$ cat src/rtl/clk_en_gen.sv
// Multi-channel DDS-style fractional clock-enable generator with lock/settle sequencing.
// Define CLKGEN_DIVOUT_EN to add a registered half-rate square wave per channel (clk_div_out).
module clk_en_gen #(
    parameter int CHANNELS    = 2,
    parameter int ACC_W       = 32,
    parameter int LOCK_CYCLES = 1024,
    localparam int CH_W       = (CHANNELS > 1) ? $clog2(CHANNELS) : 1
) (
    input  logic                clk_in,
    input  logic                reset_n,
    input  logic                run,
    input  logic                inc_valid,
    output logic                inc_ready,
    input  logic [CH_W-1:0]     inc_ch,
    input  logic [ACC_W-1:0]    inc_data,
    output logic [CHANNELS-1:0] ce_out,
    output logic                locked
`ifdef CLKGEN_DIVOUT_EN
    ,
    output logic [CHANNELS-1:0] clk_div_out
`endif
);

    localparam int CNT_W = (LOCK_CYCLES > 1) ? $clog2(LOCK_CYCLES) : 1;
    localparam logic [CNT_W-1:0] CntLoad = CNT_W'(LOCK_CYCLES - 1);

    typedef enum logic [1:0] {StIdle, StSettle, StLocked} state_e;

    logic [CHANNELS-1:0][ACC_W-1:0] acc_q, acc_d;
    logic [CHANNELS-1:0][ACC_W-1:0] inc_q, inc_d;
    logic [CHANNELS-1:0][ACC_W-1:0] pend_q, pend_d;
    logic [CHANNELS-1:0]            pend_v_q, pend_v_d;
    logic [CHANNELS-1:0]            ce_q, ce_d;
    logic [CHANNELS-1:0]            apply;
    logic                           run_q;
    logic                           adv;
    state_e                         state_q, state_d;
    logic [CNT_W-1:0]               cnt_q, cnt_d;

    // Accumulators only advance once run has been seen for a full cycle.
    assign adv = run & run_q;

    // Out-of-range channels match no entry, so they are always ready and discarded.
    always_comb begin
        inc_ready = 1'b1;
        for (int c = 0; c < CHANNELS; c++) begin
            if (inc_ch == CH_W'(c)) inc_ready = ~pend_v_q[c];
        end
    end

    always_comb begin
        logic [ACC_W:0] sum;
        acc_d    = acc_q;
        inc_d    = inc_q;
        pend_d   = pend_q;
        pend_v_d = pend_v_q;
        ce_d     = '0;
        apply    = '0;
        for (int c = 0; c < CHANNELS; c++) begin
            sum     = {1'b0, acc_q[c]} + {1'b0, inc_q[c]};
            ce_d[c] = adv & sum[ACC_W];
            if (!run) begin
                acc_d[c] = '0;
            end else if (adv) begin
                acc_d[c] = sum[ACC_W-1:0];
            end
            // Swap rates only on a period boundary so no truncated period is emitted.
            apply[c] = pend_v_q[c] & (ce_d[c] | (inc_q[c] == '0) | ~adv);
            if (apply[c]) begin
                inc_d[c]    = pend_q[c];
                pend_v_d[c] = 1'b0;
            end
            if (inc_valid && inc_ready && (inc_ch == CH_W'(c))) begin
                pend_d[c]   = inc_data;
                pend_v_d[c] = 1'b1;
            end
        end
    end

    always_comb begin
        state_d = state_q;
        cnt_d   = cnt_q;
        if (!run) begin
            state_d = StIdle;
        end else begin
            unique case (state_q)
                StIdle: begin
                    state_d = StSettle;
                    cnt_d   = CntLoad;
                end
                StSettle: begin
                    if (|apply) begin
                        cnt_d = CntLoad;
                    end else if (cnt_q == '0) begin
                        state_d = StLocked;
                    end else begin
                        cnt_d = cnt_q - CNT_W'(1);
                    end
                end
                StLocked: begin
                    if (|apply) begin
                        state_d = StSettle;
                        cnt_d   = CntLoad;
                    end
                end
                default: state_d = StIdle;
            endcase
        end
    end

    always_ff @(posedge clk_in or negedge reset_n) begin
        if (!reset_n) begin
            acc_q    <= '0;
            inc_q    <= '0;
            pend_q   <= '0;
            pend_v_q <= '0;
            ce_q     <= '0;
            run_q    <= 1'b0;
            state_q  <= StIdle;
            cnt_q    <= '0;
        end else begin
            acc_q    <= acc_d;
            inc_q    <= inc_d;
            pend_q   <= pend_d;
            pend_v_q <= pend_v_d;
            ce_q     <= ce_d;
            run_q    <= run;
            state_q  <= state_d;
            cnt_q    <= cnt_d;
        end
    end

    assign ce_out = ce_q;
    assign locked = (state_q == StLocked);

`ifdef CLKGEN_DIVOUT_EN
    logic [CHANNELS-1:0] div_q, div_d;

    always_comb begin
        div_d = run ? (div_q ^ ce_q) : '0;
    end

    always_ff @(posedge clk_in or negedge reset_n) begin
        if (!reset_n) begin
            div_q <= '0;
        end else begin
            div_q <= div_d;
        end
    end

    assign clk_div_out = div_q;
`endif

endmodule

$ cat config.mk
export PLATFORM = sky130hd
export DESIGN_NAME = clk_en_gen
export DESIGN_NICKNAME = d
export VERILOG_FILES = /design/src/rtl/clk_en_gen.sv
export SDC_FILE = /design/constraint.sdc
export NUM_CORES = 1
export LEC_CHECK = 0
export CORE_ASPECT_RATIO = 0.6
export CORE_MARGIN = 3
export CORE_UTILIZATION = 58
export CTS_BUF_LIST = sky130_fd_sc_hd__clkbuf_16
export DETAILED_ROUTE_END_ITERATION = 8
export DONT_BUFFER_PORTS = 1
export PLACE_DENSITY = 0.85
export SKIP_CTS_REPAIR_TIMING = 1
export SLEW_MARGIN = 25
export SYNTH_ARGS = -nofsm -noshare
export SYNTH_HDL_FRONTEND = slang
export SYNTH_SLANG_ARGS = --single-unit
$ cat constraint.sdc
create_clock -name clk_in -period 2.7 [get_ports clk_in]
set_input_delay 0.405 -clock clk_in [delete_from_list [all_inputs] [get_ports clk_in]]
set_output_delay 0.405 -clock clk_in [all_outputs]
set_load 0.05 [all_outputs]
== After elaboration in Yosys (flattened, before gate mapping) ==
Index checks and enable logic that the tools add are counted.
Word-level totals
  bits in registers: 209
  bits in latches: 0
  memory bits (writable): 0
  bits in read-only memories: 0
  output and inout bits: 4
  memories kept: 0
Operators by class
  $add $sub $neg: 3
  multiply operators: 0
  div/mod/pow operators: 0
  order comparisons: 0
  equal/unequal tests: 8
  shift operators: 0
  muxes and demuxes: 18
  bitwise logic cells: 13
  reduce and logical (&&, ||, !) cells: 13
Operators by type and width (number)
  $mux W32: 4
  $add A32 B32 Y33: 2
  $logic_not A32 Y1: 2
  $mux W10: 3
  $pmux W10 S3: 1
  $logic_not A10 Y1: 1
  $sub A10 B1 Y10 const B: 1
  $ne A3 B3 Y1 const B: 3
  $mux W2: 4
  $pmux W2 S3: 1
  $and A1 B1 Y1: 5
  $mux W1: 5
  $ne A2 B1 Y1 const B: 2
  $not A1 Y1: 4
  $or A1 B1 Y1: 4
  $reduce_and A4 Y1: 1
  $reduce_bool A2 Y1: 2
  $logic_and A1 B1 Y1: 3
  $ne A3 B2 Y1 const B: 1
  $reduce_and A3 Y1: 1
  $reduce_bool A3 Y1: 1
  $eq A2 B1 Y1 const B: 1
  $eq A2 B2 Y1 const B: 1
  $logic_not A2 Y1: 1
  $reduce_or A2 Y1: 1

== Longest topological paths before layout ==
Gate-level depths: netlist of run 1.
  depth in word-level cells: 9
  depth in mapped cells: 14
  mapped depth without buffers: 12

== Worst setup path after synthesis of run 1 ==
Ideal clock, no wire load.
  path type: register to register
  start point: register acc_q[0] (netlist name)
  end point: register cnt_q[6]
  setup time: 0.128 ns
  data arrival time: 2.845 ns
  path slack: -0.273 ns
  cell stages (with the launch flop): 15
  buffers on the path: 2
  period minus slack after synthesis: 2.973 ns
  path through: dfrtp_1 ha_1 inv_1 fa_1 nor2b_4 o31a_1 o311ai_4 a21oi_2 a31o_1 o21a_1 buf_6 or3_4 buf_6 o31ai_2 o21ai_1
On the way
  word-level cells in the longest chain between the ends: 8
  elaborated cells on any way between the ends: 11
  classes of those cells: 1 x add/sub; 2 x eq/ne; 2 x mux; 4 x bitwise; 2 x reduce/logical
RTL lines
  from (decl): line 29  | logic [CHANNELS-1:0][ACC_W-1:0] acc_q, acc_d;
  from (signal assigned): line 113  | acc_q <= '0;
  from (signal assigned): line 122  | acc_q <= acc_d;
  $add A32 B32 Y33 *: line 60  | sum = {1'b0, acc_q[c]} + {1'b0, inc_q[c]};
  $and A1 B1 Y1 *: line 61  | ce_d[c] = adv & sum[ACC_W];
  $or A1 B1 Y1 * (2 in series): line 68  | apply[c] = pend_v_q[c] & (ce_d[c] | (inc_q[c] == '0) | ~adv);
  $and A1 B1 Y1 *: line 68
  $reduce_or A2 Y1 *: line 92, 101
  $ne A3 B3 Y1 (no line) (tied with other cells)
  $reduce_and A4 Y1 (no line) or $pmux W10 S3 (tied branches)
  to (signal assigned): line 129  | cnt_q <= cnt_d;
  to (decl): line 38  | logic [CNT_W-1:0] cnt_q, cnt_d;
Every way passes the cells marked *; elsewhere a longest branch is shown, timed or not.
A chain may end at the register's enable or synchronous reset.

== Final worst setup path of run 1 ==
  start point: register inc_q[48] (netlist name)
  end point: register cnt_q[3]
On the way
  word-level cells in the longest chain between the ends: 8
  elaborated cells on any way between the ends: 12
  classes of those cells: 1 x add/sub; 2 x eq/ne; 2 x mux; 4 x bitwise; 3 x reduce/logical
RTL lines
  from (decl): line 30  | logic [CHANNELS-1:0][ACC_W-1:0] inc_q, inc_d;
  from (signal assigned): line 123  | inc_q <= inc_d;
  $add A32 B32 Y33: line 60
  $and A1 B1 Y1: line 61
  $or A1 B1 Y1 * (2 in series): line 68
  $and A1 B1 Y1 *: line 68
  $reduce_or A2 Y1 *: line 92, 101
  $ne A3 B3 Y1 (no line) (tied with other cells)
  $reduce_and A4 Y1 (no line) or $pmux W10 S3 (tied branches)
Marked as above.

==> results.py, run 1 <==
metrics = {
    "logic_synthesis": {
        "ys_top_cells_by_area": "dfrtp_1, mux2_2, ha_1, mux2i_1, nor2_1",
        "yosys_warnings": 0,
        "synth_top_area_cell": "dfrtp_1",
        "ys.flop_type": "dfrtp_1",
        "yosysSeqAreaShare": 0.4556,
        "ys_types": 71,
        "yosysTopAreaCellShare": 0.4556,
        "ys_ff_latch": 209,
        "async_flop_share": 1.000,
        "synth_edf_count": 0,
        "synth_cells": 1070,
        "synth_area_sq_um": 11480,
        "syn_area_per_cell_sq_um": 10.73,
        "synth_nets": 1174,
    },
    "status": {
        "violations": "negative hold slack, negative setup slack",
        "outcome": "finished, violations left",
    },
    "timing": {
        "fin_crit_sh": 1.232,
        "setup_tns_ns": -29.64,
        "setup_viol": 90,
        "fin_crit_ns": 3.327,
        "worst_slew_pin_slew_ns": 0.9116,
        "drv_slew": 0,
        "relSlewSlack": 0.3922,
        "setup_ws_ns": -0.6274,
        "hold_ws_ns": -0.4210,
        "max_freq_ghz": 0.3005,
        "finalHoldViolCount": 209,
        "finClkSkew_ns": 0.01863,
        "rsz0062_at_grt": "true",
    },
    "placed_design": {
        "dp_hpwl_mm": 20.91,
        "pre_cts_ws_ns": -0.4059,
        "port_buffers": 0,
        "dp_cells": 1487,
        "place_congestion": 0.9162,
    },
    "layout": {
        "syn_to_final_growth_pct": 30.08,
        "drive_above_1_share": 0.3792,
        "fillCellCount": 1004,
        "nNetsFinal": 1377,
        "layout.cells.non_filler": 1554,
        "mostFrequentLayoutCell": "dfrtp_1",
        "mostFrequentLayoutCells": "dfrtp_1, buf_4, mux2_2",
    },
    "critical_path": {
        "arrival_ns": 3.76,
        "cp-end-kind": "register",
        "rr_worst_depth": 12,
        "worst_setup_path_start_kind": "register",
        "path_class": "reg -> reg",
        "reg2reg_to": "cnt_q[3]$_DFFE_PN0P_",
        "crit_required_ns": 3.13,
        "worstReg2RegStart": "inc_q[48]$_DFFE_PN0P_",
        "r2r_setup_slack_ns": -0.63,
        "critPathMaxFanout": 6,
    },
    "drt": {
        "drc": 0,
        "vias": 10540,
        "wirelength_mm": 39.98,
        "ant_nets": 0,
        "vias_per_cell": 6.780,
        "drt_iter0_drc": 1519,
        "avgRoutedWirePerCell_um": 25.73,
        "drt_first_pass_iters": 5,
    },
    "clocking": {
        "cts_tree": "yes",
        "htreeDepth": 1,
        "cts-root-buf": "clkbuf_16",
        "clk_latency_ns": 0.52,
        "clkSinkCount": 209,
        "cts-buffers-inserted": 20,
        "clkTransAtPathRegs_ns": 0.08,
        "clockBufferDepth": 3,
    },
    "min_path": {
        "min_path_type": "in -> async",
    },
    "power": {
        "p_int_w": 0.01201,
        "swShare": 0.4073,
        "comb_power_share": 0.574,
        "clkPwrFrac": 0.158,
        "pwr_density_cell_nw_per_um2": 1357,
        "leakagePower_nw": 6.868,
        "peakVddDrop_v": 0.0007302,
        "power_switching_w": 0.008254,
        "p_seq_frac": 0.267,
    },
    "global_routing": {
        "track_usage": 0.2931,
        "antenna_found_initial": 2,
        "grt_pass1_vias": 9417,
        "overflow": 0,
        "grt_pass1_wl_mm": 51.21,
        "grt_max_degree": 210,
    },
    "floorplanning": {
        "row_count": 39,
        "start_util": 0.5971,
        "ios": 41,
        "die_w_um": 187.6,
        "die_y_um": 115.0,
        "core_sq_um": 19230,
        "dieArea_sq_um": 21570,
    },
    "job": {
        "drv_cap": 0,
    },
}
stage by stage:
stage / util / area (sq um) / power (W)
floorplan: - / 11520 / 0.01074
global placement: 0.6820 / 13110 / 0.01405
detailed placement: 0.6820 / 13110 / 0.01449
CTS: 0.7197 / 13840 / 0.01784
global route: 0.7766 / 14930 / 0.02121
finish: 0.7767 / 14930 / 0.02027
synthesized netlist by cell type (3+ instances only):
master,number
mux2i_1,33
nand2b_1,8
a31oi_1,4
nand4_1,7
inv_1,32
o21ai_1,18
a21oi_1,65
o211a_1,3
nor3_1,22
clkbuf_1,20
and3_1,10
dfrtp_1,209
a21boi_0,7
nand3b_1,3
nor2b_1,8
nor2_1,87
o21ai_0,54
or3_1,15
nor4_1,18
mux2_2,127
nand3_1,17
a211oi_1,12
a221o_1,3
buf_1,7
o211ai_1,9
nor3b_1,5
ha_1,65
and2_1,4
buf_2,8
a21o_1,26
o31a_1,4
o21a_1,14
o21bai_1,8
xor2_1,14
xnor2_1,23
nand2_1,55
worst max-delay path, stage by stage, from the launching register on:
cell and delay (ns):
dfrtp_1 0.46, buf_4 0.17, nor4_1 0.66, nand4_1 0.28, o21ai_0 0.38, nor3_1 0.14
buf_4 0.19, a21boi_4 0.17, buf_4 0.15, o311a_4 0.19, buf_6 0.15, o21ai_0 0.12
o21ai_1 0.17
logic make-up after synthesis:
kind of cell             after synthesis  share of synthesized area
AND/OR/NAND/NOR                      267                     0.1135
AO/OA/AOI/OAI                        261                     0.1503
flip-flops                           209                     0.4556
multiplexers                         160                     0.1534
buffers and inverters                 69                    0.02474
adder cells (fa/ha/maj)               67                    0.07433
XOR/XNOR                              37                    0.02823
power by group through the flow:
stage / clock [W] / sequential [W] / combinational (W)
after CTS: 0.00316 / 0.00518 / 0.00950
after global routing: 0.00333 / 0.00548 / 0.0124
final: 0.00321 / 0.00542 / 0.0116
after detailed placement: 0 / 0.00518 / 0.00931
after floorplan: 0 / 0.00488 / 0.00586
after global placement: 0 / 0.00512 / 0.00893
area by class of cell:
| class | instances | area (sq um) | share of cell area |
|---|---|---|---|
| multi-input cells | 794 | 6763 | 0.4529 |
| flip-flops and latches | 209 | 5231 | 0.3503 |
| repair buffers | 216 | 1759 | 0.1178 |
| clock buffers | 21 | 525.5 | 0.03519 |
| well taps | 266 | 332.8 | 0.02229 |
| clock inverters | 15 | 198.9 | 0.01332 |
| inverters | 32 | 120.1 | 0.008044 |
| diodes | 1 | 2.502 | 0.0001676 |
per-layer routing:
metal / track usage / wire [um]
met1: 0.4321 / 15650
met2: 0.4613 / 17890
met3: 0.04936 / 4010
met4: 0.06543 / 2383
met5: 0 / 44
flip-flops by register name, indices dropped and copies added, names as in the netlist:
name / count
run_q: 1
pend_q: 64
cnt_q: 10
state_q: 2
acc_q: 64
ce_out: 2
pend_v_q: 2
inc_q: 64
worst max-delay path by stage:
stage / slack [ns] / cells after the start / end / startpoint
floorplan: -0.23 / 14 / cnt_q[6]$_DFFE_PN0P_ / inc_q[0]$_DFFE_PN0P_
global placement: -0.26 / 13 / cnt_q[3]$_DFFE_PN0P_ / inc_q[32]$_DFFE_PN0P_
detailed placement: -0.41 / 13 / cnt_q[4]$_DFFE_PN0P_ / inc_q[32]$_DFFE_PN0P_
CTS: -0.53 / 13 / cnt_q[7]$_DFFE_PN0P_ / acc_q[32]$_DFFE_PN0P_
global route: -0.58 / 11 / cnt_q[2]$_DFFE_PN0P_ / inc_q[61]$_DFFE_PN0P_
finish: -0.63 / 12 / cnt_q[3]$_DFFE_PN0P_ / inc_q[48]$_DFFE_PN0P_
(Power assumes the default switching activity.)
==> inputs of run 2 (changes only) <==
--- a/config.mk
+++ b/config.mk
@@ -5,9 +5,12 @@
 export SDC_FILE = /design/constraint.sdc
 export NUM_CORES = 1
 export LEC_CHECK = 0
+export CAP_MARGIN = 20
+export CELL_PAD_IN_SITES_DETAIL_PLACEMENT = 0
+export CELL_PAD_IN_SITES_GLOBAL_PLACEMENT = 2
 export CORE_ASPECT_RATIO = 0.6
 export CORE_MARGIN = 3
-export CORE_UTILIZATION = 58
+export CORE_UTILIZATION = 39
 export CTS_BUF_LIST = sky130_fd_sc_hd__clkbuf_16
 export DETAILED_ROUTE_END_ITERATION = 8
 export DONT_BUFFER_PORTS = 1
==> constraint.sdc (replaced) <==
create_clock -name clk_in -period 2.7 [get_ports clk_in]
set_input_delay 0.54 -clock clk_in [delete_from_list [all_inputs] [get_ports clk_in]]
set_output_delay 0.54 -clock clk_in [all_outputs]
set_load 0.05 [all_outputs]
==> results.py, run 2 (synthesis results as in run 1) <==
metrics = {
    "drt": {
        "avgRoutedWirePerCell_um": 18.93,
        "drt_iter0_drc": 555,
        "wirelength_mm": 32.24,
        "vias": 9051,
        "vias_per_cell": 5.315,
        "ant_nets": 0,
        "drt_first_pass_iters": 5,
        "drc": 0,
    },
    "global_routing": {
        "grt_max_degree": 210,
        "grt_pass1_wl_mm": 49.51,
        "track_usage": 0.1973,
        "overflow": 0,
        "antenna_found_initial": 0,
        "grt_pass1_vias": 8628,
    },
    "clocking": {
        "clkTransAtPathRegs_ns": 0.07,
        "cts-buffers-inserted": 21,
        "cts-root-buf": "clkbuf_16",
        "clkSinkCount": 209,
        "clockBufferDepth": 3,
        "cts_tree": "yes",
        "clk_latency_ns": 0.52,
        "htreeDepth": 1,
    },
    "timing": {
        "fin_crit_sh": 1.102,
        "rsz0062_at_grt": "true",
        "fin_crit_ns": 2.975,
        "drv_slew": 0,
        "hold_ws_ns": -0.2858,
        "max_freq_ghz": 0.3362,
        "setup_viol": 81,
        "worst_slew_pin_slew_ns": 0.8482,
        "setup_ws_ns": -0.2747,
        "relSlewSlack": 0.4345,
        "finalHoldViolCount": 209,
        "finClkSkew_ns": 0.01348,
    },
    "critical_path": {
        "crit_start": "inc_q[38]$_DFFE_PN0P_",
        "worst_setup_path_start_kind": "register",
        "crit_required_ns": 3.11,
        "worstReg2RegStart": "inc_q[38]$_DFFE_PN0P_",
        "endpoint": "cnt_q[5]$_DFFE_PN0P_",
        "r2r_setup_slack_ns": -0.27,
        "cp-end-kind": "register",
        "reg2reg_to": "cnt_q[5]$_DFFE_PN0P_",
        "arrival_ns": 3.38,
        "path_class": "reg -> reg",
        "rr_worst_depth": 11,
        "critPathMaxFanout": 6,
    },
    "floorplanning": {
        "core_sq_um": 28290,
        "start_util": 0.4058,
        "row_count": 47,
        "dieArea_sq_um": 31600,
        "die_y_um": 138.9,
        "ios": 41,
        "die_w_um": 227.5,
    },
    "layout": {
        "fillCellCount": 2485,
        "top_regs": "acc_q: 64 flops, inc_q: 64 flops, pend_q: 64 flops",
        "mostFrequentLayoutCells": "buf_4, dfrtp_1, mux2_2",
        "post-route-cell-area_sq_um": 15010,
        "drive_above_1_share": 0.3692,
        "mostFrequentLayoutCell": "buf_4",
        "layout.cells.non_filler": 1703,
        "nNetsFinal": 1400,
        "diodes": 0,
        "syn_to_final_growth_pct": 30.78,
    },
    "placed_design": {
        "place_area_sq_um": 13520,
        "place_congestion": 0.8504,
        "dp_hpwl_mm": 22.26,
        "port_buffers": 0,
        "dp_cells": 1645,
    },
    "power": {
        "leakagePower_nw": 6.936,
        "pwr_density_cell_nw_per_um2": 1280,
        "peakVddDrop_v": 0.0005111,
        "total_power_w": 0.01922,
    },
    "job": {
        "drv_cap": 0,
    },
    "status": {
        "outcome": "finished, violations left",
        "violations": "negative hold slack, negative setup slack",
    },
    "min_path": {
        "min_path_type": "in -> async",
    },
}
-- run 2: worst min-delay path by stage --
| stage | to | slack (ns) | cells past startpoint |
|---|---|---|---|
| after floorplan | acc_q[0]$_DFFE_PN0P_ | 0.24 | 0 |
| after global placement | acc_q[4]$_DFFE_PN0P_ | 0.25 | 0 |
| after detailed placement | acc_q[4]$_DFFE_PN0P_ | 0.26 | 0 |
| after CTS | acc_q[17]$_DFFE_PN0P_ | -0.31 | 0 |
| after global routing | ce_out[0]$_DFF_PN0_ | -0.31 | 0 |
| final | acc_q[17]$_DFFE_PN0P_ | -0.29 | 0 |
-- run 2: final cells by class --
class | instances | area [sq um] | share of cell area
well taps | 392 | 490.5 | 0.03267
repair buffers | 239 | 1956 | 0.1303
clock buffers | 21 | 525.5 | 0.03500
inverters | 32 | 120.1 | 0.008001
multi-input cells | 793 | 6502 | 0.4331
flip-flops and latches | 209 | 5231 | 0.3484
clock inverters | 17 | 187.7 | 0.01250
-- run 2: report_power, final --
part / switching (W) / leakage, nW / internal [W] / total, W
registers: 0.00101 / 2.54 / 0.00427 / 0.00528
clock network: 0.00137 / 0.341 / 0.00174 / 0.00311
logic: 0.00495 / 4.05 / 0.00589 / 0.0108
-- run 2: layer usage --
metal / vias to the layer above / GRT usage / routed length, um
met5: - / 0 / 0
met4: 0 / 0.03232 / 509
met3: 29 / 0.03089 / 1255
met2: 150 / 0.2604 / 12830
met1: 4505 / 0.3346 / 17640
li1: 4367 / - / -
-- run 2: critical path: stages (launching register included) --
cell      delay [ns]
dfrtp_1         0.42
ha_4            0.27
o21a_1          0.18
o211ai_1        0.32
a211oi_4        0.09
o211a_1         0.26
o21ai_2         0.24
a21boi_4        0.12
buf_6           0.15
or4_4           0.58
o21ai_1         0.15
o21ai_1         0.07
-- run 2: stage by stage --
stage,setup WS [ns],util,TNS [ns],hold WS (ns)
detailed placement,-0.3919,0.4781,-21.68,0.2565
floorplan,-0.2338,-,-2.834,0.2444
CTS,-0.4057,0.5033,-23.76,-0.3058
global route,-0.3811,0.5308,-27.37,-0.3123
global placement,-0.3294,0.4781,-18.37,0.2534
finish,-0.2747,0.5308,-15.44,-0.2858
